`config.mk`:
```
export PLATFORM = sky130hd
export DESIGN_NAME = uart_frame_parser
export DESIGN_NICKNAME = d
export VERILOG_FILES = /design/src/rtl/uart_frame_parser.sv
export SDC_FILE = /design/constraint.sdc
export NUM_CORES = 1
export LEC_CHECK = 0
export CAP_MARGIN = 40
export CORE_ASPECT_RATIO = 1.1
export CORE_MARGIN = 2
export CORE_UTILIZATION = 30
export DETAILED_ROUTE_END_ITERATION = 6
export MAX_ROUTING_LAYER = met4
export PLACE_DENSITY = 0.48
export SLEW_MARGIN = 40
export SYNTH_ARGS = -nofsm -noshare
export SYNTH_HDL_FRONTEND = slang
export SYNTH_SLANG_ARGS = --single-unit
```
`constraint.sdc`:
```
create_clock -name clk -period 4.31 [get_ports clk]
set_clock_uncertainty 0.15 [all_clocks]
set_input_delay 0.862 -clock clk [delete_from_list [all_inputs] [get_ports clk]]
set_output_delay 0.862 -clock clk [all_outputs]
set_load 0.01 [all_outputs]
```
`src/rtl/uart_frame_parser.sv`:
```
// Byte-stream frame parser: SOF, LEN, LEN payload bytes, additive checksum.
// Good frames are buffered and replayed on a ready/valid output port.
module uart_frame_parser #(
    parameter int          MAX_LEN      = 16,
    parameter logic [7:0]  SOF          = 8'h7E,
    parameter int          TIMEOUT_CLKS = 4096
) (
    input  logic       clk,
    input  logic       reset,
    input  logic       in_valid,
    input  logic [7:0] in_data,
    output logic       out_valid,
    output logic [7:0] out_data,
    output logic       out_last,
    input  logic       out_ready,
    output logic       frame_good,
    output logic       frame_err,
    output logic [1:0] err_code
);

    // state   | meaning
    // HUNT    | waiting for SOF, everything else ignored
    // LEN     | expecting the length byte
    // PAYLOAD | storing payload bytes, accumulating sum
    // CSUM    | expecting checksum byte
    // DELIVER | replaying buffer to consumer, input bytes are overruns
    typedef enum logic [2:0] {HUNT, LEN, PAYLOAD, CSUM, DELIVER} state_t;

    localparam int         IDX_W     = (MAX_LEN > 1) ? $clog2(MAX_LEN) : 1;
    localparam int         TMR_W     = $clog2(TIMEOUT_CLKS + 1);
    localparam logic [7:0] MAX_LEN_B = 8'(MAX_LEN);
    localparam logic [TMR_W-1:0] TMR_LOAD = TMR_W'(TIMEOUT_CLKS - 1);

    state_t           state_q;
    logic [7:0]       len_q;
    logic [7:0]       idx_q;
    logic [7:0]       sum_q;
    logic [TMR_W-1:0] tmr_q;
    logic [7:0]       mem_q [2**IDX_W];
    logic             out_valid_q;
    logic [7:0]       out_data_q;
    logic             out_last_q;
    logic             frame_good_q;
    logic             frame_err_q;
    logic [1:0]       err_code_q;

    logic [7:0] idx_nxt;
    assign idx_nxt = idx_q + 8'd1;

    always_ff @(posedge clk) begin
        if (reset) begin
            state_q      <= HUNT;
            len_q        <= 8'd0;
            idx_q        <= 8'd0;
            sum_q        <= 8'd0;
            tmr_q        <= '0;
            out_valid_q  <= 1'b0;
            out_data_q   <= 8'd0;
            out_last_q   <= 1'b0;
            frame_good_q <= 1'b0;
            frame_err_q  <= 1'b0;
            err_code_q   <= 2'd0;
        end else begin
            frame_good_q <= 1'b0;
            frame_err_q  <= 1'b0;
            err_code_q   <= 2'd0;
            case (state_q)
                HUNT: begin
                    if (in_valid && in_data == SOF) begin
                        state_q <= LEN;
                        tmr_q   <= TMR_LOAD;
                    end
                end
                LEN, PAYLOAD, CSUM: begin
                    if (in_valid) begin
                        // Any accepted byte restarts the idle window.
                        tmr_q <= TMR_LOAD;
                        if (state_q == LEN) begin
                            if (in_data == 8'd0 || in_data > MAX_LEN_B) begin
                                frame_err_q <= 1'b1;
                                err_code_q  <= 2'd1;
                                state_q     <= HUNT;
                            end else begin
                                len_q   <= in_data;
                                sum_q   <= in_data;
                                idx_q   <= 8'd0;
                                state_q <= PAYLOAD;
                            end
                        end else if (state_q == PAYLOAD) begin
                            mem_q[idx_q[IDX_W-1:0]] <= in_data;
                            sum_q <= sum_q + in_data;
                            if (idx_q == len_q - 8'd1) begin
                                state_q <= CSUM;
                            end else begin
                                idx_q <= idx_nxt;
                            end
                        end else if (in_data == sum_q) begin
                            frame_good_q <= 1'b1;
                            out_valid_q  <= 1'b1;
                            out_data_q   <= mem_q[0];
                            out_last_q   <= (len_q == 8'd1);
                            idx_q        <= 8'd0;
                            state_q      <= DELIVER;
                        end else begin
                            frame_err_q <= 1'b1;
                            err_code_q  <= 2'd0;
                            state_q     <= HUNT;
                        end
                    end else if (tmr_q == '0) begin
                        frame_err_q <= 1'b1;
                        err_code_q  <= 2'd2;
                        state_q     <= HUNT;
                    end else begin
                        tmr_q <= tmr_q - 1'b1;
                    end
                end
                DELIVER: begin
                    if (in_valid) begin
                        frame_err_q <= 1'b1;
                        err_code_q  <= 2'd3;
                    end
                    if (out_valid_q && out_ready) begin
                        if (out_last_q) begin
                            out_valid_q <= 1'b0;
                            out_data_q  <= 8'd0;
                            out_last_q  <= 1'b0;
                            idx_q       <= 8'd0;
                            state_q     <= HUNT;
                        end else begin
                            idx_q      <= idx_nxt;
                            out_data_q <= mem_q[idx_nxt[IDX_W-1:0]];
                            out_last_q <= (idx_nxt == len_q - 8'd1);
                        end
                    end
                end
                default: state_q <= HUNT;
            endcase
        end
    end

    assign out_valid  = out_valid_q;
    assign out_data   = out_data_q;
    assign out_last   = out_last_q;
    assign frame_good = frame_good_q;
    assign frame_err  = frame_err_q;
    assign err_code   = err_code_q;

endmodule

```
==> results.md <==
* Synth Register Bits at 182
* Hold Violations, Final at 0
* Clk sinks at 182
* Root buffer cell: clkbuf_16
* Ys async rst share at 0
* Largest net degree at the start of global routing at 42
* CP Class: input port to flip-flop
* WL/cell at 20.1 um
* Vias in the first global route at 5,219
* Post CTS Setup Buffer Count at 0
* Num ports at 26
* Critical path's largest stage delay at 0.60 ns
* Fin nets at 672
* Avg Inst Size Synth at 13.5 um2
* Top-count cell post-synth: edfxtp_1
* Register area at 4930 um2
* PwrDens at 381 nW/um2
* Area grow syn2layout at 15.5%
* WP data required at between 4 and 5 ns
* Via Count at between 5,000 and 6,000
* Sequential area share after synthesis at 0.595
* Synth Instances at 614
* Worst slew pin tran at 0.812 ns
* Fin crit share at 0.809
* Crit-path slowest cell: or4b_1
* Site Rows at 63
* Synth top cells by count: edfxtp_1, dfxtp_1, nor2_1
* Worst reg-to-reg path cell count at 7
* Multiplexer share of the synthesized area at 0.119
* Die Span Y at about 180 um
* Final setup violation count at 0
* Largest family of logic cells by synthesized area: simple AND/OR/NAND/NOR gates
* Fin Setup TNS at 0 ns
* Worst endpoint data arrival time at roughly 3.7 ns
* Initial Util at 0.306
* CTS Buf Count at 17
* Filler cells at 2,615
* Post-synth top area share at 0.465
* DRC violations left at 0
* Worst-path maximum fanout at 9
* Diode count at 0
* Hold/Removal Path Class: flip-flop to flip-flop
* Share of cells above drive strength 1 at 0.152
* Top post-synthesis cells by area: edfxtp_1, dfxtp_1, mux4_2
* Maximum VDD drop at 0.242 mV
* Worst hold path depth at 1
* Max Root-Sink Buffers at 2
* Startpoint types: input port
* First-pass GRT wire length at 31,700 um
* DR iter-0 viols at 389
* Compound-Gate Fraction of Synth Area at 0.0803
* DRT Pass-1 Iters at 4
* RSZ-0062 raised after global routing: false
* Total core area at 27,000 um2
* Adder-cell share of the synthesized area at 0.0236
* Synth Area in Simple Gates at 0.121
* GRT Total Usage at 0.152
* Cell Chain, Critical Path: clkdlybuf4s50_1 > ha_1 > or4b_1 > nor3_1 > nand2_1 > a21o_1 > a221oi_1 > nor2_1
* Drt total wl at around 20,000 um
* Clk slew on worst S/H paths at 0.08 ns
* Critical Path End Type: flip-flop
* I/O Buffers at 25
* Mapped Area at 8270 um2
* Number of hold buffers added after cts at 0
* Number of nets with antenna violations after routing at 0
* Syn_nets at roughly 640
* Slew margin rel. at 0.456
* Min Tclk post-route at 3.49 ns
* Max Cap Violations at 0
* Dpl hpwl at between 10,000 and 15,000 um
* Leakage at 3.14 nW
* Die ar. at ~29,000 um2
* Status: complete, no violations
* Fin. max-slew vios at 0
* H-tree depth at 4
* EDFF count, synth at 128
* XOR/XNOR share of the synthesized area at 0.0371
* Via/cell ratio at 5.11
* CTS tree: built
* Max Clk Rate at 287 MHz
* Synth warnings at 0
* Multi-input logic area at approximately 3200 um2
* Clock Latency Late Sink at 0.43 ns
* Die extent in x at 162 um
* Post-cts repair resize count at 0
* Yosys top cell by area: edfxtp_1
* Final GP Congestion at 0.805
* Gr ovfl total at 0
* Top FF cell, synth: edfxtp_1
* Total power draw at 0.00364 W
* Synth cell types at 56
* Initial antenna violation count at 1
[placed cells by master (no fill, tap or decap), types with 16 or more instances in the layout]
cell type	instances
a21oi_1	34
buf_4	19
clkbuf_16	17
clkdlybuf4s50_1	25
dfxtp_1	53
edfxtp_1	128
mux4_2	39
nand2_1	26
nor2_1	49
o21ai_0	20
xnor2_1	16
xor2_1	19
[worst paths after layout]
kind	slack, ns	startpoint	end
max	0.82	in_data[4]	out_data[0]
min	0.34	tmr_q[12]	tmr_q[12]
max reg2reg	1.22	idx_q[1]	out_data[0]
min reg2reg	0.34	tmr_q[12]	tmr_q[12]
[report_power, final]
group          internal, W  total [W]  switching [W]
Clock             0.000784    0.00151       0.000721
Combinational    0.0000887   0.000229       0.000141
Sequential         0.00189    0.00191      0.0000205
Total              0.00276    0.00364       0.000882
[cell families (layout without fill, tap and decap cells)]
| kind of cell | Yosys count | after routing |
|---|---|---|
| AOI/OAI and AO/OA | 102 | 102 |
| xor gates and xnor gates | 35 | 35 |
| adders and majority gates | 15 | 15 |
| buffers and inverters | 46 | 90 |
| DFF | 182 | 182 |
| muxes | 48 | 48 |
| and+or+nand+nor | 186 | 186 |
[registers in the layout, summed over array words and instances, names as in the netlist, 2 cells and up]
register  cells
err_code      2
idx_q         8
mem_q       128
state_q       3
out_data      8
tmr_q        13
sum_q         8
len_q         8
[metal layers]
metal  up-vias  track usage  wire length [um]
met2       103        0.265             10600
met4         0       0.0306               200
li1       2430            -                 -
met3        14       0.0288               664
met1      2638        0.184              9030
met5         -            -                 0
[metrics by stage]
step	utilization	std cells	cell area (um2)	hold WS, ns	worst slack (ns)
final	0.353	1015	9550	0.336	0.822
after CTS	0.353	1015	9550	0.334	0.797
after global routing	0.353	1015	9550	0.353	0.700
after floorplan	-	614	8270	0.296	1.07
after global placement	0.332	983	8970	0.322	0.445
after detailed placement	0.332	983	8970	0.319	0.368
[final cells by class]
cell class / count / area share
Clock buffer: 18 / 0.0460
Clock inverter: 14 / 0.0145
Inverter: 14 / 0.00550
Multi-Input combinational cell: 386 / 0.330
Sequential cell: 182 / 0.516
Tap cell: 357 / 0.0468
Timing Repair Buffer: 44 / 0.0411
[critical path, delay by kind of cell]
kind                     cells  cell delay [ns]
adder cells (fa/ha/maj)      1             0.41
buffers and inverters        1             0.50
AND/OR/NAND/NOR              4             1.13
AO/OA/AOI/OAI                2             0.74
(Power assumes the default switching activity.)
